### src/rtl/seq_pkg.sv
// Shared constants and state encoding for the 12-bit 1110_1101_1011 pattern
// transmitter and its matching sequence detector.
package seq_pkg;

  localparam int          WIDTH       = 12;
  localparam logic [11:0] PATTERN_EDB = 12'hEDB;

  typedef enum logic [1:0] {
    IDLE = 2'd0,
    SEND = 2'd1,
    GAP  = 2'd2,
    FIN  = 2'd3
  } state_e;

endpackage

### src/rtl/seq_tx_12_piso.sv
// Loadable parallel-in serial-out shift register; the MSB is the serial output.
// Zero-fill on shift so the output drops to 0 once the word is exhausted.
module seq_piso #(
  parameter int WIDTH = 12
) (
  input  logic             clk,
  input  logic             reset,
  input  logic             load_i,
  input  logic             shift_i,
  input  logic             clear_i,
  input  logic [WIDTH-1:0] load_dat_i,
  output logic             msb_o
);

  logic [WIDTH-1:0] sr_q, sr_d;

  always_comb begin
    sr_d = sr_q;
    if (clear_i)      sr_d = '0;
    else if (load_i)  sr_d = load_dat_i;
    else if (shift_i) sr_d = {sr_q[WIDTH-2:0], 1'b0};
  end

  always_ff @(posedge clk or posedge reset) begin
    if (reset) sr_q <= '0;
    else       sr_q <= sr_d;
  end

  assign msb_o = sr_q[WIDTH-1];

endmodule

### src/rtl/seq_tx_12.sv
// Burst transmitter of PATTERN (MSB first) for reps repetitions with optional
// idle gaps; all outputs are flops computed from the next state.
module seq_tx_12 #(
  parameter int               WIDTH   = seq_pkg::WIDTH,
  parameter logic [WIDTH-1:0] PATTERN = seq_pkg::PATTERN_EDB,
  parameter int               REP_W   = 8,
  parameter int               GAP_W   = 4
) (
  input  logic             clk,
  input  logic             reset,
  input  logic             start_i,
  input  logic [REP_W-1:0] reps_i,
  input  logic [GAP_W-1:0] gap_i,
  input  logic             abort_i,
  output logic             x_o,
  output logic             valid_o,
  output logic             frame_o,
  output logic             busy_o,
  output logic             done_o
);
  import seq_pkg::*;

  localparam int               BIT_W   = $clog2(WIDTH);
  localparam logic [BIT_W-1:0] BIT_MAX = BIT_W'(WIDTH - 1);

  state_e           state_q, state_d;
  logic [BIT_W-1:0] bit_cnt_q, bit_cnt_d;
  logic [REP_W-1:0] rep_cnt_q, rep_cnt_d;
  logic [GAP_W-1:0] gap_cnt_q, gap_cnt_d;
  logic [GAP_W-1:0] gap_q, gap_d;
  logic             valid_q, valid_d;
  logic             frame_q, frame_d;
  logic             busy_q, busy_d;
  logic             done_q, done_d;
  logic             piso_load, piso_shift, piso_clear;

  always_ff @(posedge clk or posedge reset) begin
    if (reset) begin
      state_q   <= IDLE;
      bit_cnt_q <= '0;
      rep_cnt_q <= '0;
      gap_cnt_q <= '0;
      gap_q     <= '0;
      valid_q   <= 1'b0;
      frame_q   <= 1'b0;
      busy_q    <= 1'b0;
      done_q    <= 1'b0;
    end else begin
      state_q   <= state_d;
      bit_cnt_q <= bit_cnt_d;
      rep_cnt_q <= rep_cnt_d;
      gap_cnt_q <= gap_cnt_d;
      gap_q     <= gap_d;
      valid_q   <= valid_d;
      frame_q   <= frame_d;
      busy_q    <= busy_d;
      done_q    <= done_d;
    end
  end

  always_comb begin
    state_d    = state_q;
    bit_cnt_d  = bit_cnt_q;
    rep_cnt_d  = rep_cnt_q;
    gap_cnt_d  = gap_cnt_q;
    gap_d      = gap_q;
    piso_load  = 1'b0;
    piso_shift = 1'b0;
    // abort beats start in IDLE and beats everything in the other states
    if (state_q != IDLE && abort_i) begin
      state_d = IDLE;
    end else begin
      case (state_q)
        IDLE: if (start_i && !abort_i) begin
          if (reps_i == '0) begin
            state_d = FIN;
          end else begin
            state_d   = SEND;
            bit_cnt_d = BIT_MAX;
            rep_cnt_d = reps_i;
            gap_d     = gap_i;
            piso_load = 1'b1;
          end
        end
        SEND: begin
          if (bit_cnt_q != '0) begin
            bit_cnt_d  = bit_cnt_q - 1'b1;
            piso_shift = 1'b1;
          end else if (rep_cnt_q > REP_W'(1)) begin
            rep_cnt_d = rep_cnt_q - 1'b1;
            bit_cnt_d = BIT_MAX;
            if (gap_q == '0) begin
              piso_load = 1'b1;
            end else begin
              state_d   = GAP;
              gap_cnt_d = gap_q;
            end
          end else begin
            state_d   = IDLE;
            rep_cnt_d = '0;
          end
        end
        GAP: begin
          gap_cnt_d = gap_cnt_q - 1'b1;
          if (gap_cnt_q == GAP_W'(1)) begin
            state_d   = SEND;
            piso_load = 1'b1;
          end
        end
        FIN:     state_d = IDLE;
        default: state_d = IDLE;
      endcase
    end
  end

  // Registered outputs describe the cycle the FSM is about to enter.
  always_comb begin
    valid_d    = (state_d == SEND);
    frame_d    = valid_d && (bit_cnt_d == BIT_MAX);
    busy_d     = (state_d != IDLE);
    done_d     = (state_d == FIN) ||
                 (valid_d && bit_cnt_d == '0 && rep_cnt_d == REP_W'(1));
    piso_clear = !valid_d;
  end

  seq_piso #(.WIDTH(WIDTH)) u_piso (
    .clk        (clk),
    .reset      (reset),
    .load_i     (piso_load),
    .shift_i    (piso_shift),
    .clear_i    (piso_clear),
    .load_dat_i (PATTERN),
    .msb_o      (x_o)
  );

  assign valid_o = valid_q;
  assign frame_o = frame_q;
  assign busy_o  = busy_q;
  assign done_o  = done_q;

endmodule
### config.mk
export PLATFORM = sky130hd
export DESIGN_NAME = seq_tx_12
export DESIGN_NICKNAME = d
export VERILOG_FILES = /design/src/rtl/seq_pkg.sv /design/src/rtl/seq_tx_12_piso.sv /design/src/rtl/seq_tx_12.sv
export SDC_FILE = /design/constraint.sdc
export NUM_CORES = 1
export LEC_CHECK = 0
export CORE_MARGIN = 5
export CORE_UTILIZATION = 55
export DETAILED_ROUTE_END_ITERATION = 10
export PLACE_DENSITY = 0.76
export SLEW_MARGIN = 10
export SYNTH_ARGS = -nofsm -noshare
export SYNTH_HDL_FRONTEND = slang
export SYNTH_SLANG_ARGS = --single-unit
export TNS_END_PERCENT = 5
### constraint.sdc
create_clock -name clk -period 3.62 [get_ports clk]
set_clock_uncertainty 0.15 [all_clocks]
set_input_delay 0.724 -clock clk [delete_from_list [all_inputs] [get_ports clk]]
set_output_delay 0.724 -clock clk [all_outputs]
set_load 0.05 [all_outputs]
# --- Word-level counts from Yosys, hierarchy flattened ---
# Index checks and enable logic that the tools add are counted.
totals:
  word_cells: 83
  out_inout_bits: 5
  in_bits: 16
  regBits: 38
classes:
  n_lt_le_gt_ge: 1
  n_mux: 38
  reduce_logical: 17
  bitwise: 2
  eq_ne: 12
  n_addsub: 3
ops:
  columns: ["operator", "n"]
  rows:
  - ["$mux W8", 5]
  - ["$mux W12", 3]
  - ["$mux W4", 8]
  - ["$pmux W4 S2", 2]
  - ["$pmux W8 S2", 1]
  - ["$mux W2", 7]
  - ["$mux W1", 10]
  - ["$eq A8 B1 Y1 const B", 1]
  - ["$gt A8 B1 Y1 const B", 1]
  - ["$logic_not A4 Y1", 2]
  - ["$logic_not A8 Y1", 1]
  - ["$pmux W2 S4", 1]
  - ["$sub A4 B1 Y4 const B", 2]
  - ["$sub A8 B1 Y8 const B", 1]
  - ["$eq A2 B2 Y1 const B", 3]
  - ["$ne A2 B2 Y1 const B", 3]
  - ["$reduce_bool A2 Y1", 3]
  - ["$logic_and A1 B1 Y1", 5]
  - ["$reduce_and A5 Y1", 1]
  - ["$eq A2 B1 Y1 const B", 2]
  - ["$eq A4 B1 Y1 const B", 1]
  - ["$eq A4 B4 Y1 const B", 1]
  - ["$reduce_and A4 Y1", 1]
  - ["$reduce_bool A4 Y1", 1]
  - ["6 further kinds", 7]

# --- Longest topological paths before layout ---
# Gate-level depths: netlist of the first run.
depth:
  ltp_word: 10
  ltp_mapped: 12
  depth_no_buf: 9

# --- Hierarchy ---
# From an unflattened synthesis of the first run, not the netlist that was laid out.
hier_totals:
  cells_unflattened: 263
  hier_area_um2: 2482.4
by_module_without_submodules:
  columns: ["mod", "area_per_inst_um2", "seq_area_each_um2", "n_inst", "cells_per_inst"]
  rows:
  - ["seq_tx_12", 1820.5, 650.6, 1, 209]
  - ["seq_piso", 661.9, 300.3, 1, 54]

# --- Worst setup path before layout of the first run ---
# Ideal clock, no wire load.
synth_path:
  kind: "input-to-reg"
  from: "input reps_i[4]"
  to: "register u_piso.sr_q[2]"
  setup_time_ns: 0.088
  path_stages: 6
  arrival_time_ns: 2.548
  required_time_ns: 3.382
  path_buffers: 1
  setup_slack_ns: 0.834
  path_cell_list: "or4_1 > o21ai_1 > o211ai_1 > nand3b_1 > clkbuf_1 > nor3b_1"
synth_between:
  elab_chain_cells: 7
  word_cells_on_any_way: 13
  classes_between: "2 x eq/ne; 10 x mux; 1 x reduce/logical"
synth_lines:
  columns: ["item", "line", "rtl"]
  rows:
  - ["start: declaration", "seq_tx_12.sv:12", "input logic [REP_W-1:0] reps_i,"]
  - ["$logic_not A8 Y1 *", "seq_tx_12.sv:75", "if (reps_i == '0) begin"]
  - ["$mux W2 / $mux W1 (equally long branches)", "seq_tx_12.sv:75", null]
  - ["$mux W2 / $mux W1 (equally long branches)", "seq_tx_12.sv:74", "IDLE: if (start_i && !abort_i) begin"]
  - ["$pmux W2 S4 / $pmux W1 S3 (equally long branches)", "seq_tx_12.sv:73", "case (state_q)"]
  - ["$mux W2 / $mux W1 (equally long branches)", "seq_tx_12.sv:70", "if (state_q != IDLE && abort_i) begin"]
  - ["$eq A2 B1 Y1 / $mux W12 (equally long branches)", "seq_tx_12.sv:118, seq_tx_12_piso.sv:20", null]
  - ["$ne A3 B1 Y1 (no line) / $mux W12 (equally long branches)", null, null]
  - ["end signal: assignment", "seq_tx_12_piso.sv:26", "else sr_q <= sr_d;"]
  - ["end: declaration", "seq_tx_12_piso.sv:15", "logic [WIDTH-1:0] sr_q, sr_d;"]
# Mark *: on every way between the ends. The rest lies on a longest branch, timed or not.
# A chain may end at the register's enable or synchronous reset.

# --- Final worst setup path of the first run ---
layout_path:
  from: "input start_i"
  to: "register done_q, in the netlist done_o"
layout_between:
  word_cells_on_any_way: 17
  classes_between: "3 x eq/ne; 9 x mux; 5 x reduce/logical"
layout_lines:
  columns: ["item", "line", "rtl"]
  rows:
  - ["start: declaration", "seq_tx_12.sv:11", "input logic start_i,"]
  - ["$logic_and A1 B1 Y1", "seq_tx_12.sv:74", null]
  - ["$mux W8", "seq_tx_12.sv:74", null]
  - ["$pmux W8 S2", "seq_tx_12.sv:73", null]
  - ["$mux W8", "seq_tx_12.sv:70", null]
  - ["via rep_cnt_d[4]", "seq_tx_12.sv:28", "logic [REP_W-1:0] rep_cnt_q, rep_cnt_d;"]
  - ["$eq A8 B1 Y1", "seq_tx_12.sv:122", "(valid_d && bit_cnt_d == '0 && rep_cnt_d == REP_W'(1));"]
  - ["$logic_and A1 B1 Y1", "seq_tx_12.sv:122", null]
  - ["$logic_or A1 B1 Y1", "seq_tx_12.sv:121", "done_d = (state_d == FIN) ||"]
  - ["via done_d", "seq_tx_12.sv:34", "logic done_q, done_d;"]
  - ["end signal: assignment", "seq_tx_12.sv:57", "done_q <= done_d;"]
  - ["end: declaration", "seq_tx_12.sv:34", null]
# The timed path passes the listed nets, and every way through them passes these cells.

==> results.cfg, run 1 <==
[run_status]
outcome = complete, no violations

[final_layout]
fin_util_pct = 64.74
instances_no_fill = 349
nNetsFinal = 321
final_area_sq_um = 2819
area_delta_synth_final_pct = 14.89
layout-drive-gt1-share_pct = 12.79
antenna_cells = 0

[synthesis]
synth_compound_area_share_pct = 23.92
yosys.area_share.adder_pct = 4.589
yosys_warnings = 0
synth_xor_area_share_pct = 0
syn_inst = 270
seq_area_frac_synth_pct = 38.76
synthSimpleGateAreaFrac_pct = 25.45
synth_most_common_cell = nand2_1
synthesis.nets = 295
syn_area_sq_um = 2454
synthTopCellsByArea = dfrtp_1, nand2_1, ha_1
synth.top_cells.by_count = nand2_1, dfrtp_1, inv_1
synth.avg_cell_area_sq_um = 9.087
synthMuxAreaShare_pct = 1.224
ys_seq_elements = 38
ys_types = 57
synth-main-ff-cell = dfrtp_1
synth_enable_flop_cells = 0
synth_top_area_share_pct = 38.76
async_reset_ff_share_pct = 100.0
synth_top_family_by_area = simple AND/OR/NAND/NOR gates
yosysTopAreaCell = dfrtp_1

[sta]
fmax_ghz = 0.3281
rsz0062_at_grt = false
max_slew_margin_pct = 41.58
period_minus_slack_ns = 3.048
period_share_pct = 84.21
finalSetupViolations = 0
slew_viol_final = 0
setup_tns_ns = 0
hold_viol_final = 0
setup_ws_ns = 0.5717
hold_ws_ns = 0.3638
tightestPinTransition_ns = 0.8753

[route]
drc = 0
dr_total_vias = 2228
via_per_inst = 6.384
wl_mm = 6.204
firstDrtPassIters = 5
avgRoutedWirePerCell_microns = 17.78
final_antenna_net_count = 0
drt_iter0_markers = 416

[critical_path]
critPathBufInv = 1
reg2reg_from = state_q[1]
r2r_end = done_o
slowest_stage = clkdlybuf4s50_1
r2r_cells = 9
arrival_ns = 3.12
required_ns = 3.69
endpoint = done_o
crit_start = start_i
endpoint_kind = flip-flop
crit_fanout = 11
rrSetupSlack_ns = 0.61
crit_chain = clkdlybuf4s50_1, and3b_1, a21boi_2, o22ai_1, a22o_1, nor4b_1, nand4b_1, a21oi_1
crit_family = compound AO/OA/AOI/OAI gates
slowest_delay_ns = 0.52
start_kind = input pin
cp.depth = 8
worstSetupPathType = input pin to flip-flop

[clock_tree]
cts_root_buf = clkbuf_8
ctsHoldBuffers = 0
cts_tree = done
cts_resized = 0
clk_latency_ns = 0.29
cts_buffers = 5
post_cts_buffers = 0
clkTransAtPathRegs_ns = 0.08
htree_num_levels = 2
cts_sinks = 38
clk_path_buf_depth = 2

[power]
ir_drop_uv = 458.1
power.density_nw_per_um2 = 751.4
total_power_mw = 2.118
p_leak_nw = 1.150

[grt]
antenna_found_initial = 0
grt_usage_pct = 21.36
grt_pass1_wl_mm = 10.27
grt_pass1_vias = 2077
overflow = 0
grt_max_degree = 23

[place]
placed_cells = 341
place.gp.congestion = 0.9751
placed_area_sq_um = 2724
pre_cts_slack_ns = 0.3232
dp_hpwl_mm = 4.663
io_buffers = 20

[die]
dieArea_sq_um = 5897
die-height_microns = 76.79
initial_core_util_pct = 56.35
rows = 24
die_x_microns = 76.79
io_pins = 21
core-area_sq_um = 4354

[worst_hold_path]
hold_class = flip-flop to flip-flop

[job]
drv_cap = 0
==> worst reg2reg max path, stage by stage (launching register included) <==
cell and delay [ns]:
dfrtp_1 0.45, inv_1 0.11, ha_1 0.46, nor2b_1 0.23, nor2_1 0.12, a2111oi_0 0.66
o211ai_1 0.19, nor4_1 0.26, nand4b_1 0.15, a21oi_1 0.16
==> worst min-delay path by stage <==
stage | end | startpoint | slack, ns | cells past startpoint
6_report | gap_cnt_q[1] | gap_cnt_q[1] | 0.36 | 2
5_1_grt | gap_q[0] | gap_q[0] | 0.41 | 2
4_1_cts | gap_q[3] | gap_q[3] | 0.36 | 2
3_5_place_dp | gap_q[3] | gap_q[3] | 0.35 | 2
3_3_place_gp | gap_cnt_q[1] | gap_cnt_q[1] | 0.34 | 2
2_1_floorplan | gap_q[1] | gap_q[1] | 0.31 | 2
==> cell families after synthesis <==
logic type / after synthesis
buffers and inverters: 30
AND/OR/NAND/NOR: 117
AO/OA/AOI/OAI: 73
adder cells (fa/ha/maj): 9
multiplexers: 3
flip-flops: 38
==> final cells by class <==
class | instances | area [sq um]
inverter | 17 | 63.81
clock buffer | 6 | 82.58
tap | 52 | 65.06
sequential | 38 | 950.9
timing repair buffer | 32 | 290.3
fill | 341 | 1535
multi-input combinational | 202 | 1354
clock inverter | 2 | 12.51
==> sequential cells by signal, summed over array words and instances (netlist names) <==
register	flops
done_o	1
gap_cnt_q	4
state_q	2
frame_o	1
bit_cnt_q	4
gap_q	4
u_piso.sr_q	12
valid_o	1
rep_cnt_q	8
busy_o	1
==> metal layers <==
layer  vias up  track usage [%]  share of wire (%)
met3        28            5.504                9.8
met1      1016            29.10                 41
met4         0            8.042                3.1
met2       141            32.51                 46
met5         -                0                  0
li1       1043                -                  -
==> power breakdown <==
group          switching (mW)  internal, mW  total [mW]
combinational           0.669         0.418        1.09
sequential              0.156         0.566       0.722
clock                   0.156         0.153       0.309
==> layout by cell type, fill, tap and decap left out, types with 4 or more instances in the layout <==
cell type        netlist  layout
nor4_1                 6       6
ha_1                   9       9
nor3_1                10      10
dfrtp_1               38      38
clkbuf_8               0       6
nand2b_1               4       4
nor3b_1                6       6
a21oi_1               11      11
a221o_1                4       4
nand2_1               49      49
o211ai_1               4       4
a31oi_2                8       8
o21ai_0               15      15
buf_4                  0      12
a32oi_1                4       4
nand3_1                5       5
clkdlybuf4s50_1        0      20
or3_1                  4       4
nor2_1                 8       8
inv_1                 17      17
Power figures use the tool's default switching activity.
==> inputs of run 2 (changes only) <==
==> constraint.sdc (replaced) <==
create_clock -name clk -period 3 [get_ports clk]
set_clock_uncertainty 0.15 [all_clocks]
set_input_delay 0.6 -clock clk [delete_from_list [all_inputs] [get_ports clk]]
set_output_delay 0.6 -clock clk [all_outputs]
set_load 0.05 [all_outputs]
==> run 2 against run 1 <==
Compared with the run above: first-iteration DRC count shrank 40%; setup slack worse by 0.40 ns; register-to-register slack got worse by 0.44 ns; routed wire length up 1.9%; largest cell class unchanged.
==> results.cfg, run 2 (synthesis results as in run 1) <==
[place]
io_buffers = 20
place.gp.congestion = 0.9607
placed_area_sq_um = 2816
dp_hpwl_mm = 4.668
placed_cells = 350

[power]
p_sw_mw = 1.235
p_leak_nw = 1.212
ir_drop_uv = 507.3
power.density_nw_per_um2 = 932.7
p_int_mw = 1.516
switching_share_pct = 44.89
total_power_mw = 2.752
seqPwrFrac_pct = 31.7
power_frac_comb_pct = 52.0
clockPowerShare_pct = 16.3

[sta]
rsz0062_at_grt = false
period_minus_slack_ns = 2.832
slew_viol_final = 0
hold_ws_ns = 0.3640
hold_viol_final = 0
fmax_ghz = 0.3531
period_share_pct = 94.39
tightestPinTransition_ns = 0.5604
setup_tns_ns = 0
max_slew_margin_pct = 61.67
finalSetupViolations = 0

[critical_path]
slowest_stage = dfrtp_2
required_ns = 3.08
arrival_ns = 2.91
endpoint_kind = flip-flop
crit_family = compound AO/OA/AOI/OAI gates
rrSetupSlack_ns = 0.17
crit_start = bit_cnt_q[0]
reg2reg_from = bit_cnt_q[0]
endpoint = done_o
crit_chain = inv_2, ha_2, or3b_4, o41ai_4, o22ai_1, a22o_1, nor4b_2, nand4b_1, a21oi_1
worstSetupPathType = flip-flop to flip-flop
r2r_cells = 9
start_kind = flip-flop
cp.depth = 9
r2r_end = done_o
critPathBufInv = 1
crit_fanout = 5
slowest_delay_ns = 0.45

[grt]
grt_pass1_vias = 2212
grt_usage_pct = 22.78
overflow = 0
grt_pass1_wl_mm = 10.87
grt_max_degree = 39
antenna_found_initial = 0

[final_layout]
reg.largest.list = u_piso.sr_q: 12 flops, rep_cnt_q: 8 flops
instances_no_fill = 358
area_delta_synth_final_pct = 20.24
antenna_cells = 0
largest_reg_flops = 12
layout-drive-gt1-share_pct = 17.32
final_area_sq_um = 2950
nNetsFinal = 330
regMostFlops = u_piso.sr_q
layout_commonest_cell = nand2_1
final_cell_mix = nand2_1, dfrtp_1, clkdlybuf4s50_1, buf_4, inv_1

[route]
avgRoutedWirePerCell_microns = 17.65
firstDrtPassIters = 5
drc = 0
dr_total_vias = 2262
final_antenna_net_count = 0
drt_iter0_markers = 251
wl_mm = 6.320
via_per_inst = 6.318

[clock_tree]
cts_root_buf = clkbuf_8
ctsHoldBuffers = 0
clkTransAtPathRegs_ns = 0.08
clk_path_buf_depth = 2
htree_num_levels = 2
cts_buffers = 5
post_cts_buffers = 0
clk_latency_ns = 0.30
cts_tree = done
cts_sinks = 38

[job]
drv_cap = 0

[die]
rows = 24
io_pins = 21
initial_core_util_pct = 56.35
dieArea_sq_um = 5897
die_x_microns = 76.79
die-height_microns = 76.79
core-area_sq_um = 4354

[worst_hold_path]
hold_class = flip-flop to flip-flop

[run_status]
outcome = complete, no violations
## run 2: cell types whose count changed in the layout (fill, tap and decap cells not counted), sizes merged
cell,change
clkbuf,-1
bufinv,+1
buf,+9
clkinv,-1
clkinvlp,+1
## run 2: how the worst min path moves through the flow
stage | end | start | cells after the start
after floorplan | gap_q[1] | gap_q[1] | 2
after global placement | gap_cnt_q[1] | gap_cnt_q[1] | 2
after detailed placement | gap_q[0] | gap_q[0] | 2
after CTS | gap_cnt_q[1] | gap_cnt_q[1] | 2
after global routing | u_piso.sr_q[0] | u_piso.sr_q[0] | 2
final | gap_cnt_q[1] | gap_cnt_q[1] | 2
## run 2: what timing repair did
action	4_1_cts	5_1_grt
pin swaps	0	1
resized for setup	1	5
endpoints found under the setup margin	1	15
## run 2: worst register-to-register path, cell delays in order, from the launching register on
cell,delay [ns]
dfrtp_2,0.45
inv_2,0.10
ha_2,0.20
or3b_4,0.40
o41ai_4,0.44
o22ai_1,0.13
a22o_1,0.27
nor4b_2,0.30
nand4b_1,0.17
a21oi_1,0.17
## run 2: power groups by stage
stage	clock network, mW	registers, mW	logic [mW]
2_1_floorplan	0	0.883	0.951
3_3_place_gp	0	0.867	1.37
3_5_place_dp	0	0.871	1.39
4_1_cts	0.457	0.863	1.40
5_1_grt	0.487	0.905	1.57
6_report	0.448	0.873	1.43
## run 2: cell type report
type / instances / area [sq um]
clock buffers: 5 / 68.82
clock inverters: 3 / 45.04
inverters: 17 / 63.81
fillers: 351 / 1404
flip-flops and latches: 38 / 952.2
multi-input cells: 202 / 1373
well taps: 52 / 65.06
repair buffers: 41 / 382.9
## run 2: through the flow
stage	setup slack [ns]	util, %
after CTS	0.07529	67.44
after global routing	0.004962	67.76
after detailed placement	-0.03220	64.68
after global placement	0.007112	64.68
after floorplan	0.2411	-
final	0.1682	67.76
## run 2: routing by layer
| metal | share of wire, % | vias up | wire [microns] | GRT usage [%] |
|---|---|---|---|---|
| li1 | - | 1063 | - | - |
| met4 | 1.6 | 0 | 103 | 7.517 |
| met5 | 0 | - | 0 | 0 |
| met3 | 8.1 | 18 | 515 | 6.440 |
| met2 | 47 | 112 | 2985 | 36.16 |
| met1 | 43 | 1069 | 2715 | 29.81 |
==> inputs of run 3 (changes only) <==
--- a/config.mk
+++ b/config.mk
@@ -7,6 +7,8 @@
 export LEC_CHECK = 0
 export CORE_MARGIN = 5
 export CORE_UTILIZATION = 55
+export CTS_CLUSTER_DIAMETER = 60
+export CTS_CLUSTER_SIZE = 30
 export DETAILED_ROUTE_END_ITERATION = 10
 export PLACE_DENSITY = 0.76
 export SLEW_MARGIN = 10
==> results of run 3 <==
The final DEF is identical to that of run 2; final timing and power are the same.
